[config.mk]
export PLATFORM = sky130hd
export DESIGN_NAME = mem_arbiter
export DESIGN_NICKNAME = d
export VERILOG_FILES = /design/src/rtl/mem_arbiter_pkg.sv /design/src/rtl/mem_arbiter.sv
export SDC_FILE = /design/constraint.sdc
export NUM_CORES = 1
export LEC_CHECK = 0
export ABC_AREA = 1
export ABC_CLOCK_PERIOD_IN_PS = 2350
export BUFFER_PORTS_ARGS = -buffer_cell sky130_fd_sc_hd__buf_2
export CORE_ASPECT_RATIO = 1.25
export CORE_MARGIN = 2
export CORE_UTILIZATION = 32
export DETAILED_ROUTE_END_ITERATION = 6
export GPL_ROUTABILITY_DRIVEN = 0
export PLACE_DENSITY_LB_ADDON = 0.15
export RECOVER_POWER = 50
export REMOVE_ABC_BUFFERS = 1
export SYNTH_ARGS = -nofsm -noshare
export SYNTH_HDL_FRONTEND = slang
export SYNTH_SLANG_ARGS = --single-unit
[constraint.sdc]
create_clock -name clk -period 2.35 [get_ports clk]
set_input_delay 0.1175 -clock clk [delete_from_list [all_inputs] [get_ports clk]]
set_output_delay 0.1175 -clock clk [all_outputs]
set_load 0.05 [all_outputs]
[src/rtl/mem_arbiter_pkg.sv]
// ---------------------------------------------------------------------------
// mem_arbiter_pkg
// Shared definitions for the byte-wide RAM arbiter: FSM state encodings,
// owner codes, enable/zero constants, the latched-request record and the
// byte-lane helpers used to serialise and reassemble 32-bit words.
// Byte lane numbering: lane k (0..3) is byte offset k, which lives in
// word[31-8k -: 8], so lane 0 is the most significant byte.
// ---------------------------------------------------------------------------
package mem_arbiter_pkg;

   localparam int RAM_AW_DEFAULT = 17;

   // FSM state encodings
   localparam logic [1:0] ST_IDLE = 2'd0;
   localparam logic [1:0] ST_XFER = 2'd1;
   localparam logic [1:0] ST_TAIL = 2'd2;
   localparam logic [1:0] ST_ACK  = 2'd3;

   // Owner of the transfer in flight
   localparam logic OWNER_IF  = 1'b0;
   localparam logic OWNER_MEM = 1'b1;

   localparam logic        CHIP_ENABLE  = 1'b1;
   localparam logic        WRITE_ENABLE = 1'b1;
   localparam logic [31:0] ZERO_WORD    = 32'h0000_0000;

   // Everything about a granted access that must survive operand changes
   typedef struct packed {
      logic        owner;
      logic        we;
      logic [3:0]  sel;
      logic [31:0] wdata;
   } xfer_req_t;

   // Extract byte lane k of a word
   function automatic logic [7:0] get_byte(input logic [31:0] word, input logic [1:0] k);
      logic [7:0] b;
      case (k)
         2'd0:    b = word[31:24];
         2'd1:    b = word[23:16];
         2'd2:    b = word[15:8];
         default: b = word[7:0];
      endcase
      return b;
   endfunction

   // Replace byte lane k of a word
   function automatic logic [31:0] put_byte(input logic [31:0] word, input logic [1:0] k,
                                            input logic [7:0] b);
      logic [31:0] w;
      w = word;
      case (k)
         2'd0:    w[31:24] = b;
         2'd1:    w[23:16] = b;
         2'd2:    w[15:8]  = b;
         default: w[7:0]   = b;
      endcase
      return w;
   endfunction

endpackage

[src/rtl/mem_arbiter.sv]
// ---------------------------------------------------------------------------
// mem_arbiter
// Shares one byte-wide RAM port between the instruction-fetch requester (IF)
// and the data-memory requester (MEM). MEM has fixed priority. A granted
// 32-bit access is latched and serialised into four byte cycles; read bytes
// are reassembled and returned with a one-cycle acknowledge.
//
// Ports:
//   clk, rst          clock / asynchronous active-low reset
//   if_req/if_addr    IF word-read request (held until if_ack)
//   if_ack/if_rdata   IF one-cycle acknowledge and fetched word
//   mem_req/we/addr/sel/wdata   MEM request, held until mem_ack
//   mem_ack/mem_rdata MEM one-cycle acknowledge and read word
//   ram_addr/ce/we/dout/din     byte-wide RAM port (din one cycle after addr)
//   stallreq_if/mem   pipeline stall requests while a requester waits
// ---------------------------------------------------------------------------
module mem_arbiter
   import mem_arbiter_pkg::*;
#(
   parameter int RAM_AW = RAM_AW_DEFAULT
) (
   input  logic              clk,
   input  logic              rst,
   input  logic              if_req,
   input  logic [31:0]       if_addr,
   output logic              if_ack,
   output logic [31:0]       if_rdata,
   input  logic              mem_req,
   input  logic              mem_we,
   input  logic [31:0]       mem_addr,
   input  logic [3:0]        mem_sel,
   input  logic [31:0]       mem_wdata,
   output logic              mem_ack,
   output logic [31:0]       mem_rdata,
   output logic [RAM_AW-1:0] ram_addr,
   output logic              ram_ce,
   output logic              ram_we,
   output logic [7:0]        ram_dout,
   input  logic [7:0]        ram_din,
   output logic              stallreq_if,
   output logic              stallreq_mem
);

   logic [1:0]        state;
   logic [1:0]        k;
   xfer_req_t         req_q;
   logic [RAM_AW-1:0] base;
   logic [31:0]       rdata_acc;

   logic [1:0]        cap_k;
   logic [7:0]        cap_byte;
   logic              cur_sel;

   // Address bits outside the RAM window and the word offset are ignored
   logic unused_addr_bits;
   assign unused_addr_bits = &{1'b0, if_addr[31:RAM_AW], if_addr[1:0],
                               mem_addr[31:RAM_AW], mem_addr[1:0]};

   assign cur_sel = req_q.sel[2'd3 - k];

   // RAM port is driven only while a byte is being transferred; in every
   // other state (including reset) all RAM outputs are zero.
   always_comb begin
      ram_addr = '0;
      ram_ce   = 1'b0;
      ram_we   = 1'b0;
      ram_dout = 8'h00;
      if (state == ST_XFER) begin
         ram_addr = base + {{(RAM_AW-2){1'b0}}, k};
         ram_ce   = cur_sel & CHIP_ENABLE;
         ram_we   = req_q.we & cur_sel & WRITE_ENABLE;
         ram_dout = get_byte(req_q.wdata, k);
      end
   end

   // The byte on ram_din belongs to the lane addressed one cycle earlier:
   // lane k-1 while in XFER, lane 3 in TAIL. Unselected lanes read as 0.
   always_comb begin
      cap_k    = (state == ST_TAIL) ? 2'd3 : (k - 2'd1);
      cap_byte = req_q.sel[2'd3 - cap_k] ? ram_din : 8'h00;
   end

   assign if_ack       = (state == ST_ACK) && (req_q.owner == OWNER_IF);
   assign mem_ack      = (state == ST_ACK) && (req_q.owner == OWNER_MEM);
   assign stallreq_if  = if_req & ~if_ack;
   assign stallreq_mem = mem_req & ~mem_ack;

   // Arbitration and byte sequencing. The owner's rdata register is loaded
   // when the last byte lands, so it is valid during ACK and then simply
   // holds; the other requester's rdata is never touched.
   always_ff @(posedge clk or negedge rst) begin
      if (!rst) begin
         state     <= ST_IDLE;
         k         <= 2'd0;
         req_q     <= '0;
         base      <= '0;
         rdata_acc <= ZERO_WORD;
         if_rdata  <= ZERO_WORD;
         mem_rdata <= ZERO_WORD;
      end else begin
         case (state)
            ST_IDLE: begin
               k         <= 2'd0;
               rdata_acc <= ZERO_WORD;
               if (mem_req) begin
                  req_q <= '{owner: OWNER_MEM, we: mem_we, sel: mem_sel, wdata: mem_wdata};
                  base  <= {mem_addr[RAM_AW-1:2], 2'b00};
                  state <= ST_XFER;
               end else if (if_req) begin
                  req_q <= '{owner: OWNER_IF, we: 1'b0, sel: 4'b1111, wdata: ZERO_WORD};
                  base  <= {if_addr[RAM_AW-1:2], 2'b00};
                  state <= ST_XFER;
               end
            end
            ST_XFER: begin
               if (k != 2'd0) begin
                  rdata_acc <= put_byte(rdata_acc, cap_k, cap_byte);
               end
               if (k == 2'd3) begin
                  state <= req_q.we ? ST_ACK : ST_TAIL;
               end else begin
                  k <= k + 2'd1;
               end
            end
            ST_TAIL: begin
               if (req_q.owner == OWNER_MEM) begin
                  mem_rdata <= put_byte(rdata_acc, cap_k, cap_byte);
               end else begin
                  if_rdata <= put_byte(rdata_acc, cap_k, cap_byte);
               end
               state <= ST_ACK;
            end
            default: begin
               k     <= 2'd0;
               state <= ST_IDLE;
            end
         endcase
      end
   end

endmodule

Word level (Yosys, flattened, before mapping):

Cells that the tools add are included.

* flip-flop bits (word level): 155
* word-level logic and storage cells: 79

* mux-type cells: 28
* $lt $le $gt $ge: 2
* bitwise logic cells: 7
* add/sub/neg operators: 5
* reductions and logical operators: 15
* equality and inequality tests: 12

Operators with widths (number)
* 2-to-1 mux 38 bit: 2
* case mux 32 bit (2 select lines): 1
* 2-to-1 mux 17 bit: 3
* 2-to-1 mux 8 bit: 6
* 2-to-1 mux 32 bit: 1
* case mux 8 bit (3 select lines): 1
* adder 17 x 2 -> 17 bit: 1
* AND reduction 2 bit: 6
* == test 2 bit (second input constant): 5
* 2-to-1 mux 2 bit: 5
* == test 2 x 1 -> 1 bit (second input constant): 3
* zero test 2 bit: 3
* less-than comparator 2 x 3 -> 1 bit (second input constant): 2
* case mux 2 bit (3 select lines): 1
* nonzero test 2 bit: 3
* 2-to-1 mux 1 bit: 5
* binary-select mux 1 bit (select 2 bit): 2
* inequality test 2 x 1 -> 1 bit (second input constant): 2
* NOT 1 bit: 4
* case mux 2 bit (2 select lines): 1
* subtractor 2 bit (first input constant): 2
* AND 1 bit: 3
* inequality test 3 bit (second input constant): 1
* OR reduction 3 bit: 1
* other kinds (4): 5

Longest topological paths before layout:

* depth after elaboration: 9
* depth in mapped cells: 12
* gate-level depth less buffers: 11

Least setup slack after synthesis:

Ideal clock, no wire load.

* path kind: register to output
* from: reg k[0]
* to: out ram_dout[0]
* arrival time: 2.018 ns
* required time: 2.233 ns
* path buffers: 2
* slack: 0.215 ns
* stages on the path, launching flop included: 7
* cell sequence: dfrtp_1 buf_4 inv_1 ha_1 buf_1 nand2_1 a31oi_1

* longest elaborated chain between the ends: 3
* elaborated cells between the ends (all ways): 5
* classes of those cells: eq/ne (2); mux (2); reduce/logical (1)

RTL lines
* from (decl): RTL line mem_arbiter.sv:45 `logic [1:0] k;`
* from (signal assigned): RTL line mem_arbiter.sv:122 `k <= k + 2'd1;`
* == test 2 bit (tied with other cells): RTL line mem_arbiter_pkg.sv:38 `case (k)`
* case mux 8 bit (3 select lines) (*): RTL line mem_arbiter_pkg.sv:38
* 2-to-1 mux 8 bit (*): RTL line mem_arbiter.sv:68 `if (state == ST_XFER) begin`
* to (decl): RTL line mem_arbiter.sv:38 `output logic [7:0] ram_dout,`

Mark *: on every way between the ends. The rest lies on a longest branch, timed or not.

Final worst setup path:

* from: reg k[1]
* to: out ram_dout[0]

Same word-level chain as after synthesis.

==> impl_metrics.ini <==
[cts]
htree_levels = 4
path_clk_slew_ns = 0.07
numCtsBuffers = 17
cts.sinks = 153
insertion_delay_ns = 0.42
cts-root-buf = clkbuf_16
cts_buffer_depth = 2
cts_tree = built

[sta]
final.min_clock_period_ns = 2.14
slew_viol_final = 0
slew_headroom_pct = 26.4
worst_slack_ns = 0.205
rsz0062_at_grt = false
fin_crit_sh_pct = 91.3
max_freq_mhz = 466
final-hold-violation-count = 0
tightest_slew_ns = 1.10
setup_tns_ns = 0
finClkSkew_ns = 0.0124
setup_violations = 0

[job]
timing.max_cap.violations = 0

[yosys]
ys_warn_count = 0
synth-edff-count = 0
ys_seq_area_share_pct = 54.8
ys_types = 27
synth_area_per_cell_um2 = 8.62
ys_ff_latch = 153
synth_ff_type = dfrtp_1
synthCells = 811
syn_area_um2 = 6990
async_reset_ff_share_pct = 100

[pwr]
clkPwrFrac_pct = 18.6
p_seq_share_pct = 30.1
switchingPower_mw = 7.26
leakage_nw = 5.04
p_total_mw = 14.4
p_comb_share_pct = 51.3
swShare_pct = 50.3
power_density_nw_per_um2 = 1540
intPower_mw = 7.18
ir_drop_mv = 0.561

[floorplan]
fp.coreArea_um2 = 21500
initial_core_util_pct = 32.6
fp.dieW_um = 136
pin_count = 208
die_h_um = 169
die_area_um2 = 23000
rows = 60

[grt]
antenna_found_initial = 0
globalRouteOverflowTotal = 0
grt_max_degree = 50
track_usage_pct = 18.3
grt_pass1_vias = 6340
grt_pass1_wl_um = 32900

[setup_path]
arrival_ns = 2.03
start_kind = flip-flop
r2r-end = mem_rdata[18]$_DFFE_PN0P_
cp-startpoint = k[1]$_DFFE_PN0P_
critPathCaptureType = primary output
r2r-start = k[1]$_DFFE_PN0P_
path_max_fanout = 8
r2r_slack_ns = 0.29
critPathKind = flip-flop to primary output
cp.required_ns = 2.23
r2r_cells = 9

[drt]
wl_um = 20100
vias = 6218
drtAntennaViolNets = 0
drcViolationCount = 0
drtIter0Drc = 277
wl_per_cell_um = 15.0
viasPerCell = 4.64
drt_pre_antenna_iters = 5

[finish]
drive_gt1_share_pct = 21.8
multi_input_area_um2 = 2820
final_common_cell = nand2_1
nNetsFinal = 1172
final_util_pct = 43.7
ff_latch_area_um2 = 3830
diodes = 0
final_cell_mix = 301 x nand2_1, 153 x dfrtp_1, 126 x buf_2, 99 x nand3_1, 68 x dlygate4sd3_1
nFillCells = 2241
area_growth_pct = 34.4

[min_path]
hold_path_end = base[7]$_DFFE_PN0P_
hold_start = mem_req
whs_path_depth = 3
hold_class = input port to flip-flop

[run_status]
status = completed

[placed_design]
dp_hpwl_um = 12900
dpl_worst_slack_ns = 0.274
portBuffers = 173
==> repair_timing <==
| action | in CTS | in global routing |
|---|---|---|
| endpoints found under the hold margin | 93 | 0 |
| resized for setup | 1 | 1 |
| hold buffers | 68 | 0 |
| gates cloned | 0 | 0 |
| setup buffers | 0 | 0 |
| setup endpoints to repair | 1 | 8 |
==> routing by layer <==
layer	track usage, %	wire length, um	vias up
met1	24.0	9160	2912
li1	-	-	3130
met3	4.21	1060	11
met5	0	0	-
met4	4.30	159	0
met2	30.7	9730	165
==> worst max-delay path, cell delays in order (launching register included) <==
cell,delay [ns]
dfrtp_1,0.44
inv_1,0.14
ha_1,0.43
a21oi_1,0.12
a31oi_1,0.18
buf_2,0.29
==> how the worst max path moves through the flow <==
stage	endpoint	cells past startpoint
6_report	ram_dout[0]	5
5_1_grt	ram_we	5
4_1_cts	ram_dout[6]	5
3_5_place_dp	rdata_acc[17]$_DFFE_PN0P_	7
3_3_place_gp	mem_rdata[18]$_DFFE_PN0P_	9
2_1_floorplan	rdata_acc[0]$_DFFE_PN0P_	6
==> power by group through the flow <==
stage                     Sequential [mW]  Combinational [mW]  Clock (mW)
after floorplan                      6.11                3.59           0
after global placement               4.37                7.47           0
after detailed placement             4.38                7.53           0
after CTS                            4.34                7.64        2.76
after global routing                 4.50                8.14        2.88
final                                4.34                7.41        2.69
==> synthesized netlist by cell type, types with 2 or more instances <==
library cell	n	area (um2)
inv_2	6	22.5
ha_1	10	125
a31oi_1	24	150
a22o_1	32	280
a21oi_1	11	55.1
nor2_1	28	105
buf_4	3	22.5
o21ai_0	17	85.1
buf_2	19	95.1
nand2_2	2	12.5
inv_1	35	131
buf_1	6	22.5
nand3_1	99	495
or2_1	4	25.0
nand2_1	301	1130
dfrtp_1	153	3830
or2_2	28	175
clkbuf_1	14	52.6
nor2_2	3	18.8
nand3_2	9	90.1
==> cell type report <==
cell class                 count  share of cell area (%)
tap                          279                    3.72
clock inverter                14                    1.47
multi-input combinational    575                    30.0
sequential                   153                    40.8
inverter                      41                    1.64
timing repair buffer         261                    17.8
clock buffer                  18                    4.57
==> stage by stage <==
step	instance area, um2	cells	hold slack (ns)
3_3_place_gp	8230	1241	0.0817
3_5_place_dp	8230	1241	0.0783
6_report	9390	1341	0.0365
5_1_grt	9390	1341	0.0408
4_1_cts	9480	1341	0.0232
2_1_floorplan	6800	769	-0.178
==> kinds of logic (layout without fill, tap and decap cells) <==
group / count (synthesis) / count (layout) / share of synthesized area, %
flip-flops: 153 / 153 / 54.8
adder cells (fa/ha/maj): 10 / 10 / 1.79
AO/OA/AOI/OAI: 87 / 87 / 8.49
buffers and inverters: 83 / 334 / 4.96
AND/OR/NAND/NOR: 478 / 478 / 30.0
==> sequential cells by signal, summed over array words and instances (netlist names) <==
signal and cells:
base 15, if_rdata 32, k 2, mem_rdata 32, rdata_acc 32, req_q 38
state 2
Power figures use the tool's default switching activity.
